===== src/rtl/xmit_sched_pkg.sv =====
// Shared types and helpers for the transmit frame scheduler.
// Contents: scheduler state enum, length-counter width, control-word field
// positions and the control-word validity check.
package xmit_sched_pkg;

  typedef enum logic [2:0] {
    StIdle,
    StArb,
    StXfer,
    StDiscard,
    StGap
  } sched_state_e;

  localparam int unsigned LEN_W      = 12;
  localparam int unsigned CTRL_W     = 24;
  localparam int unsigned LEN_LO_LSB = 0;
  localparam int unsigned LEN_LO_MSB = 11;
  localparam int unsigned LEN_HI_LSB = 12;
  localparam int unsigned LEN_HI_MSB = 23;

  // Both length copies must agree and fall inside [min_len, max_len].
  // A zero length is never transmittable, whatever min_len says.
  function automatic logic ctrl_len_ok(input logic [CTRL_W-1:0] word,
                                       input int unsigned       min_len,
                                       input int unsigned       max_len);
    logic [LEN_W-1:0] len_lo;
    logic [LEN_W-1:0] len_hi;
    int unsigned      len;
    len_lo = word[LEN_LO_MSB:LEN_LO_LSB];
    len_hi = word[LEN_HI_MSB:LEN_HI_LSB];
    len    = 32'(len_lo);
    return (len_lo == len_hi) && (len >= min_len) && (len <= max_len) && (len != 0);
  endfunction

endpackage


===== src/rtl/xmit_sched_arb.sv =====
// Strict-priority hi/lo grant selection with an anti-starvation limit.
// Ports:
//   clk_sys, reset      clock and asynchronous active-high reset
//   hi_ctrl_empty       hi control FIFO empty
//   lo_ctrl_empty       lo control FIFO empty
//   arb_en              scheduler is in its arbitration cycle; commits the grant
//   grant_valid         at least one queue has a control word
//   grant_hi            1 = grant hi queue, 0 = grant lo queue
module xmit_sched_arb
  import xmit_sched_pkg::*;
#(
  parameter int unsigned MAX_HI_BURST = 4
) (
  input  logic clk_sys,
  input  logic reset,
  input  logic hi_ctrl_empty,
  input  logic lo_ctrl_empty,
  input  logic arb_en,
  output logic grant_valid,
  output logic grant_hi
);

  localparam int unsigned STREAK_W = (MAX_HI_BURST > 0) ? $clog2(MAX_HI_BURST + 1) : 1;
  localparam logic [STREAK_W-1:0] STREAK_MAX = STREAK_W'(MAX_HI_BURST);

  logic [STREAK_W-1:0] hi_streak_q, hi_streak_d;

  always_comb begin
    grant_valid = !hi_ctrl_empty || !lo_ctrl_empty;
    grant_hi    = !hi_ctrl_empty && (lo_ctrl_empty || (hi_streak_q != STREAK_MAX));
    hi_streak_d = hi_streak_q;
    if (arb_en && grant_valid) begin
      // Only hi grants that made lo wait extend the streak.
      if (grant_hi && !lo_ctrl_empty) begin
        if (hi_streak_q != STREAK_MAX) hi_streak_d = hi_streak_q + 1'b1;
      end else begin
        hi_streak_d = '0;
      end
    end
  end

  always_ff @(posedge clk_sys or posedge reset) begin
    if (reset) hi_streak_q <= '0;
    else       hi_streak_q <= hi_streak_d;
  end

endmodule


===== src/rtl/xmit_frame_scheduler.sv =====
// Transmit frame scheduler: pulls control words from the hi/lo show-ahead
// control FIFOs, validates them, and paces byte pops from the granted data
// FIFO into the PHY serializer. Malformed frames are drained without
// transmission; transmitted frames are followed by an inter-frame gap.
// Ports:
//   clk_sys, reset                 clock and asynchronous active-high reset
//   hi/lo_ctrl_empty, _data, _rd   control FIFO interfaces (show-ahead)
//   hi/lo_data_rd                  data FIFO byte pops
//   tx_byte_ready/_valid           serializer handshake
//   tx_sel, tx_sof, tx_eof         byte mux select and frame delimiters
//   m_discard_en                   current frame is being drained
//   sched_busy                     scheduler not idle
// Optional (macro SCHED_STATS_EN): stat_hi_frames, stat_lo_frames,
//   stat_discards saturating 16-bit event counters.
module xmit_frame_scheduler
  import xmit_sched_pkg::*;
#(
  parameter int unsigned MIN_LEN      = 64,
  parameter int unsigned MAX_LEN      = 1518,
  parameter int unsigned MAX_HI_BURST = 4,
  parameter int unsigned IFG_CYCLES   = 12
) (
  input  logic              clk_sys,
  input  logic              reset,
  input  logic              hi_ctrl_empty,
  input  logic [CTRL_W-1:0] hi_ctrl_data,
  output logic              hi_ctrl_rd,
  input  logic              lo_ctrl_empty,
  input  logic [CTRL_W-1:0] lo_ctrl_data,
  output logic              lo_ctrl_rd,
  output logic              hi_data_rd,
  output logic              lo_data_rd,
  input  logic              tx_byte_ready,
  output logic              tx_byte_valid,
  output logic              tx_sel,
  output logic              tx_sof,
  output logic              tx_eof,
  output logic              m_discard_en,
  output logic              sched_busy
`ifdef SCHED_STATS_EN
  ,
  output logic [15:0]       stat_hi_frames,
  output logic [15:0]       stat_lo_frames,
  output logic [15:0]       stat_discards
`endif
);

  localparam int unsigned GAP_W = (IFG_CYCLES > 1) ? $clog2(IFG_CYCLES) : 1;
  localparam logic [GAP_W-1:0] GAP_LAST = GAP_W'((IFG_CYCLES > 0) ? IFG_CYCLES - 1 : 0);

  sched_state_e      state_q, state_d;
  logic [LEN_W-1:0]  cnt_q, cnt_d;
  logic [GAP_W-1:0]  gap_q, gap_d;
  logic              sel_q, sel_d;
  logic              first_q, first_d;
  logic              arb_en, grant_valid, grant_hi, data_rd;
  logic [CTRL_W-1:0] ctrl_word;

  xmit_sched_arb #(
    .MAX_HI_BURST (MAX_HI_BURST)
  ) u_arb (
    .clk_sys       (clk_sys),
    .reset         (reset),
    .hi_ctrl_empty (hi_ctrl_empty),
    .lo_ctrl_empty (lo_ctrl_empty),
    .arb_en        (arb_en),
    .grant_valid   (grant_valid),
    .grant_hi      (grant_hi)
  );

  always_comb begin
    state_d       = state_q;
    cnt_d         = cnt_q;
    gap_d         = gap_q;
    sel_d         = sel_q;
    first_d       = first_q;
    arb_en        = 1'b0;
    hi_ctrl_rd    = 1'b0;
    lo_ctrl_rd    = 1'b0;
    data_rd       = 1'b0;
    tx_byte_valid = 1'b0;
    tx_sof        = 1'b0;
    tx_eof        = 1'b0;
    m_discard_en  = 1'b0;
    ctrl_word     = grant_hi ? hi_ctrl_data : lo_ctrl_data;

    unique case (state_q)
      StIdle: begin
        if (!hi_ctrl_empty || !lo_ctrl_empty) state_d = StArb;
      end
      StArb: begin
        arb_en = 1'b1;
        if (grant_valid) begin
          hi_ctrl_rd = grant_hi;
          lo_ctrl_rd = !grant_hi;
          sel_d      = grant_hi;
          cnt_d      = ctrl_word[LEN_LO_MSB:LEN_LO_LSB];
          first_d    = 1'b1;
          state_d    = ctrl_len_ok(ctrl_word, MIN_LEN, MAX_LEN) ? StXfer : StDiscard;
        end else begin
          state_d = StIdle;
        end
      end
      StXfer: begin
        if (tx_byte_ready) begin
          data_rd       = 1'b1;
          tx_byte_valid = 1'b1;
          tx_sof        = first_q;
          first_d       = 1'b0;
          cnt_d         = cnt_q - 1'b1;
          if (cnt_q == LEN_W'(1)) begin
            tx_eof  = 1'b1;
            gap_d   = '0;
            state_d = (IFG_CYCLES == 0) ? StIdle : StGap;
          end
        end
      end
      StDiscard: begin
        // Drain at full rate; the serializer never sees these bytes.
        m_discard_en = 1'b1;
        if (cnt_q != '0) begin
          data_rd = 1'b1;
          cnt_d   = cnt_q - 1'b1;
        end
        if (cnt_q <= LEN_W'(1)) state_d = StIdle;
      end
      StGap: begin
        if (gap_q == GAP_LAST) state_d = StIdle;
        else                   gap_d   = gap_q + 1'b1;
      end
      default: state_d = StIdle;
    endcase
  end

  always_ff @(posedge clk_sys or posedge reset) begin
    if (reset) begin
      state_q <= StIdle;
      cnt_q   <= '0;
      gap_q   <= '0;
      sel_q   <= 1'b0;
      first_q <= 1'b0;
    end else begin
      state_q <= state_d;
      cnt_q   <= cnt_d;
      gap_q   <= gap_d;
      sel_q   <= sel_d;
      first_q <= first_d;
    end
  end

  assign hi_data_rd = data_rd & sel_q;
  assign lo_data_rd = data_rd & ~sel_q;
  assign tx_sel     = sel_q;
  assign sched_busy = (state_q != StIdle);

`ifdef SCHED_STATS_EN
  always_ff @(posedge clk_sys or posedge reset) begin
    if (reset) begin
      stat_hi_frames <= '0;
      stat_lo_frames <= '0;
      stat_discards  <= '0;
    end else begin
      if (tx_eof && sel_q && (stat_hi_frames != 16'hFFFF)) begin
        stat_hi_frames <= stat_hi_frames + 16'd1;
      end
      if (tx_eof && !sel_q && (stat_lo_frames != 16'hFFFF)) begin
        stat_lo_frames <= stat_lo_frames + 16'd1;
      end
      if (arb_en && (state_d == StDiscard) && (stat_discards != 16'hFFFF)) begin
        stat_discards <= stat_discards + 16'd1;
      end
    end
  end
`endif

endmodule


===== config.mk =====
export PLATFORM = sky130hd
export DESIGN_NAME = xmit_frame_scheduler
export DESIGN_NICKNAME = d
export VERILOG_FILES = /design/src/rtl/xmit_sched_pkg.sv /design/src/rtl/xmit_sched_arb.sv /design/src/rtl/xmit_frame_scheduler.sv
export SDC_FILE = /design/constraint.sdc
export NUM_CORES = 1
export LEC_CHECK = 0
export ABC_AREA = 0
export CORE_ASPECT_RATIO = 0.9
export CORE_MARGIN = 4
export CORE_UTILIZATION = 47
export DETAILED_ROUTE_END_ITERATION = 7
export PLACE_DENSITY = 0.81
export SYNTH_ARGS = -nofsm -noshare
export SYNTH_HDL_FRONTEND = slang
export SYNTH_HIERARCHICAL = 1
export SYNTH_SLANG_ARGS = --single-unit

===== constraint.sdc =====
create_clock -name clk_sys -period 2.7 [get_ports clk_sys]
set_input_delay 0.54 -clock clk_sys [delete_from_list [all_inputs] [get_ports clk_sys]]
set_output_delay 0.54 -clock clk_sys [all_outputs]
set_load 0.05 [all_outputs]

# Word-level counts from Yosys, hierarchy flattened
# Cells that the tools add are included.
op_classes:
  mux: 37
  magnitude_cmp: 3
  eq_ne: 17
  n_bitwise: 3
  reduce_logical: 24
  add_sub_neg: 3
ops:
  columns: ["op", "n"]
  rows:
  - ["2-to-1 mux 12 bit", 3]
  - ["one-hot mux 12 bit (3 select lines)", 1]
  - ["2-to-1 mux 24 bit", 1]
  - ["nonzero test 12 bit", 2]
  - ["2-to-1 mux 3 bit", 7]
  - ["!= test 2 bit, second input constant", 9]
  - ["2-to-1 mux 1 bit", 17]
  - ["one-hot mux 3 bit (5 select lines)", 1]
  - ["equality test 12 x 1 -> 1 bit, second input constant", 1]
  - ["equality test 12 bit", 1]
  - [">= comparator 12 x 7 -> 1 bit, second input constant", 1]
  - ["<= comparator 12 x 1 -> 1 bit, second input constant", 1]
  - ["<= comparator 12 x 11 -> 1 bit, second input constant", 1]
  - ["2-to-1 mux 4 bit", 3]
  - ["subtractor 12 x 1 -> 12 bit, second input constant", 1]
  - ["one-hot mux 4 bit (2 select lines)", 1]
  - ["AND reduction 4 bit", 2]
  - ["equality test 3 x 2 -> 1 bit, second input constant", 2]
  - ["logical AND 1 bit", 6]
  - ["nonzero test 3 bit", 2]
  - ["AND reduction 5 bit", 1]
  - ["adder 4 x 1 -> 4 bit, second input constant", 1]
  - ["equality test 4 bit, second input constant", 1]
  - ["one-hot mux 1 bit (2 select lines)", 2]
  - ["other kinds (13)", 19]
word_totals:
  inputBits: 53
  output_inout_bits: 10
  reg_bits: 24
  wordCells: 93

# Longest topological paths before layout
logic_depth:
  word_depth: 11
  ltp_mapped: 11
  depth_no_buf: 10

# By module
# Netlist, hierarchy kept.
by_module_without_submodules:
  columns: ["module", "cells_per_inst", "n_inst", "area_each_um2"]
  rows:
  - ["xmit_frame_scheduler", 221, 1, 1805.5]
  - ["xmit_sched_arb", 23, 1, 193.9]

# Worst setup path before layout
# OpenSTA, ideal clock, no wires.
synth_timing:
  kind: "input -> output"
  from: "in lo_ctrl_empty"
  to: "out lo_ctrl_rd"
  path_stages: 6
  slack_ns: 0.053
  t_required_ns: 2.160
  n_path_buf: 3
  arrival_ns: 2.107
  cell_sequence: "nand3b_1 > nor2b_1 > buf_2 > buf_1 > buf_1 > nor2_1"
synth_between:
  elab_chain_cells: 5
  elab_cells_between_ends: 7
  classes_between: "2 x mux; 5 x reduce/logical"
synth_rtl:
  columns: ["item", "line_no", "source"]
  rows:
  - ["start: declaration", "xmit_frame_scheduler.sv:28", "input logic lo_ctrl_empty,"]
  - ["logical OR 1 bit", "xmit_sched_arb.sv:30", "grant_hi = !hi_ctrl_empty && (lo_ctrl_empty || (hi_streak_q != STREAK_MAX));"]
  - ["logical AND 1 bit", "xmit_sched_arb.sv:30", null]
  - ["named net grant_hi", "xmit_frame_scheduler.sv:56", "logic arb_en, grant_valid, grant_hi, data_rd;"]
  - ["zero test 1 bit", "xmit_frame_scheduler.sv:95", "lo_ctrl_rd = !grant_hi;"]
  - ["2-to-1 mux 1 bit", "xmit_frame_scheduler.sv:93", "if (grant_valid) begin"]
  - ["2-to-1 mux 1 bit", "xmit_frame_scheduler.sv:87", "unique case (state_q)"]
  - ["end: declaration", "xmit_frame_scheduler.sv:30", "output logic lo_ctrl_rd,"]
# The timed path passes the listed nets, and every way through them passes these cells.

# Worst setup path after layout
layout_timing:
  from: "reg cnt_q[9]"
  to: "out tx_eof"
layout_between:
  elab_chain_cells: 4
layout_rtl:
  columns: ["item", "line_no", "source"]
  rows:
  - ["start: declaration", "xmit_frame_scheduler.sv:52", "logic [LEN_W-1:0] cnt_q, cnt_d;"]
  - ["start signal: assignment", "xmit_frame_scheduler.sv:144", "cnt_q <= cnt_d;"]
  - ["equality test 12 x 1 -> 1 bit", "xmit_frame_scheduler.sv:111", "if (cnt_q == LEN_W'(1)) begin"]
  - ["2-to-1 mux 1 bit", "xmit_frame_scheduler.sv:111", null]
  - ["2-to-1 mux 1 bit", "xmit_frame_scheduler.sv:105", "if (tx_byte_ready) begin"]
  - ["2-to-1 mux 1 bit", "xmit_frame_scheduler.sv:87", null]
  - ["end: declaration", "xmit_frame_scheduler.sv:37", "output logic tx_eof,"]
# Every way passes these cells.

==> impl_summary.txt <==
----------------------------------------------------
[Timing]
  Achievable frequency ... 382 MHz
  Pins Over Slew Limit ... 0
  Slew at the pin closest to its max-slew limit ... 485 ps
  Worst Hold Slack ... 455 ps
  Remaining max-slew budget at the tightest pin ... 66.8%
  Unrepaired setup endpoints after global routing ... no
  Post-route fraction of the period consumed by the critical path ... 97.1%
  Setup TNS ... 0 ps
  Setup Skew ... 10.2 ps
  Crit path time final ... 2620 ps
  Number of endpoints failing setup at the final stage ... 0
  Hold violation count in the final report ... 0

[CTS]
  Root buffer cell ... clkbuf_8
  Maximum count of clock buffers along a single path ... 2
  Post-CTS clock slew at the launch and capture registers of the worst setup and hold paths ... 90 ps
  Number of buffers created by CTS ... 3
  Sinks on the clock net ... 24
  Clk Latency, worst-skew pair ... 270 ps
  Max H-tree Level ... 1
  CTS tree ... built

[Global routing]
  Global-route congestion overflow total ... 0
  Antenna violations before repair ... 0
  Global router's overall resource usage ... 20.7%
  Vias in the first global route ... 2075
  Global-route wire length before repair ... 9200 um
  Pin count of the biggest net entering global routing ... 27

[Critical path]
  Crit path from ... cnt_q[9]$_DFFE_PP0P_
  Critical path's largest stage delay ... 570 ps
  Slowest-stage cell, CP ... or4_4
  Most Frequent Cell on Critical Path ... nor2_1
  FF-to-FF setup slack ... 320 ps
  Destination of the worst register-to-register timing path ... cnt_q[10]$_DFFE_PP0P_
  Critical path capture point ... tx_eof
  Critical path start-end classification ... reg -> out
  Worst EP arrival ... 2080 ps
  Number of cells on the worst reg-to-reg path ... 7
  CP Max Fanout ... 4
  Launch instance of the worst register-to-register path ... cnt_q[9]$_DFFE_PP0P_
  Sort of element at the end of the critical path ... primary output
  Startpoint type of the worst setup path ... flop
  Ordered list of cells on the worst path ... or4_4 -> nor2_1 -> nand3_1 -> nor2_1 -> buf_12
  CP Data Required Time ... 2160 ps

[Final layout]
  Final design instance area without fill ... 2910 sq um
  Share of cells above drive strength 1 ... 14.3%
  Nets ... 374
  Post-layout utilization of the core ... 71.0%
  Synthesis-to-finish area growth ... 45.7%
  Diode count ... 0

[Detailed routing]
  Via density per instance ... 5.81
  Initial DRC count ... 106
  Post-route ant nets ... 0
  Number of design rule violations left after detail routing ... 0
  Pre-antenna DRT Iters ... 5
  Total detailed-routing wirelength ... 5550 um
  Wire length per cell ... 15.3 um
  Overall via count from detail_route ... 2108

[Synth]
  Yosys warns ... 6
  Count of flip-flops with a built-in enable after synthesis ... 0
  Xor/xnor share of the synthesized area ... 8.76%
  Register bit total from synthesis ... 24
  Register area share after synthesis ... 30.0%
  Adder-cell share of the synthesized area ... 3.13%
  Mean instance size in the synthesized netlist ... 8.19 sq um
  Dominant cell type by area after synthesis ... dfrtp_1
  Synth Cell Area ... 2000 sq um
  Count of different cell masters after synthesis ... 54
  Primary FF master, synth ... dfrtp_1
  Cells taking the most area after synthesis ... dfrtp_1, xor2_1, nand2_1, inv_1, mux2i_1
  Post-Syn Instances ... 244
  Area share of the largest cell type after synthesis ... 30.0%
  Net count of the mapped netlist ... 302
  Compound-gate portion of the synthesized area ... 22.3%
  Simple-gate portion of the synthesized area ... 25.0%
  Async set-reset flop share out of synthesis ... 100%
  Largest family of logic cells by synthesized area ... simple AND/OR/NAND/NOR gates
  Multiplexer share of the synthesized area ... 4.57%

[Floorplan]
  Die height ... 69.9 um
  Initial Utilization ... 48.7%
  Area of the core ... 4100 sq um
  Die Area ... 5360 sq um
  Boundary pin count ... 63
  Rows ... 22
  Die width ... 76.8 um

[Pwr]
  IR Drop Worst-Case VDD ... 0.515 mV
  Power per standard cell area ... 838 nW/um^2
  Static leakage ... 0.00124 uW

[Run]
  Count of maximum capacitance violations ... 0

[Placed design]
  Post-DP Area ... 2790 sq um
  Final HPWL DP ... 4590 um
  Final Wtd Congestion ... 0.946
  Port buffer count ... 62

[Worst hold path]
  HP Class ... in -> async

[Run status]
  Run status ... completed

----------------------------------------------------
[cells in the final DEF, fill, tap and decap left out, types with 2 or more instances in the layout]
master	n
o22a_1	6
buf_12	8
nor3_1	11
a22o_1	2
o21ai_0	8
dfrtp_1	23
clkdlybuf4s50_1	54
mux2i_1	8
nand2_1	23
o21ba_2	2
xor2_1	11
nor4_1	3
or2_2	3
a222oi_1	2
inv_1	21
and3_1	3
a21oi_1	11
nand2b_1	2
nor2b_1	6
a211oi_1	4
clkbuf_8	3
buf_4	14
o22ai_1	4
nand3_1	5
ha_1	4
nor2b_2	2
o21ai_1	3
nand3b_1	4
nor2_2	3
xnor2_1	9
a31oi_1	3
nor2_1	14
a2111oi_0	3
and2_1	3
nand4_1	6
[flip-flops by register name, indices dropped and copies added (netlist names)]
register and count:
cnt_q 12, gap_q 4, state_q 3, u_arb/hi_streak_q 3
first_q 1, tx_sel 1
[final cells by class]
class	count	area, sq um
multi-input combinational	189	1290
fill	325	1190
timing repair buffer	76	806
sequential	24	602
inverter	22	82.6
tap	48	60.1
clock buffer	3	41.3
clock inverter	1	30.0
[power by group]
part	total (uW)	leakage (uW)	internal (uW)	switching (uW)
Clock	316	0.0000357	198	117
Combinational	1460	0.000927	698	765
Sequential	662	0.000278	500	163
Total	2440	0.00124	1400	1050
[logic make-up after synthesis]
group,count (synthesis)
DFF,24
adders and majority gates,5
buffers and inverters,31
and+or+nand+nor,94
AOI/OAI and AO/OA,61
xor gates and xnor gates,20
muxes,9
[worst max-delay path: cells and delay by family (launching register included)]
kind                   cells  cell delay (ps)
buffers and inverters      1              190
DFF                        1              410
and+or+nand+nor            4             1200
[routing by layer]
layer	up-vias	part of all wire, %	GRT usage, %
li1	1024	-	-
met1	989	44	27.3
met4	0	1.5	3.62
met2	86	48	35.9
met5	-	0	0
met3	9	6.2	3.48
[per-stage QoR]
stage          total power, uW  instances  setup WS (ps)
6_report                  2440        363           79.3
5_1_grt                   2630        363           13.5
4_1_cts                   2420        360           11.5
3_5_place_dp              2060        354           32.0
3_3_place_gp              2020        354            139
2_1_floorplan             1580        244           52.9
[worst min-delay path by stage]
stage,startpoint,end,slack (ps),depth (start not counted)
floorplan,reset,u_arb/hi_streak_q[0]$_DFFE_PP0P_,290,1
global placement,first_q$_DFFE_PP0P_,first_q$_DFFE_PP0P_,450,2
detailed placement,first_q$_DFFE_PP0P_,first_q$_DFFE_PP0P_,480,2
CTS,reset,u_arb/hi_streak_q[2]$_DFFE_PP0P_,460,2
global route,reset,u_arb/hi_streak_q[2]$_DFFE_PP0P_,480,2
finish,reset,u_arb/hi_streak_q[2]$_DFFE_PP0P_,460,2
[synth_stat cells (all sizes together), types with 2 or more instances]
library cell / number
nor2b: 8
nand2: 23
and3: 3
o21ai: 11
or2: 3
dfrtp: 24
clkbuf: 4
nor3: 11
o21ba: 2
and2: 3
a22o: 2
buf: 5
a2111oi: 3
or4: 2
a31oi: 3
o22a: 7
xnor2: 9
a211oi: 4
a222oi: 2
nor2: 17
nand4: 6
a21oi: 11
o211a: 2
inv: 22
nand2b: 2
ha: 5
o22ai: 4
nor4: 4
mux2i: 8
nand3b: 4
nand3: 5
xor2: 11
[repair_timing]
action,in CTS,in global routing
hold buffers,0,0
pin swaps,3,4
setup buffers,2,3
gates resized for setup,5,3
endpoints found under the setup margin,2,3
Power figures use the tool's default switching activity.
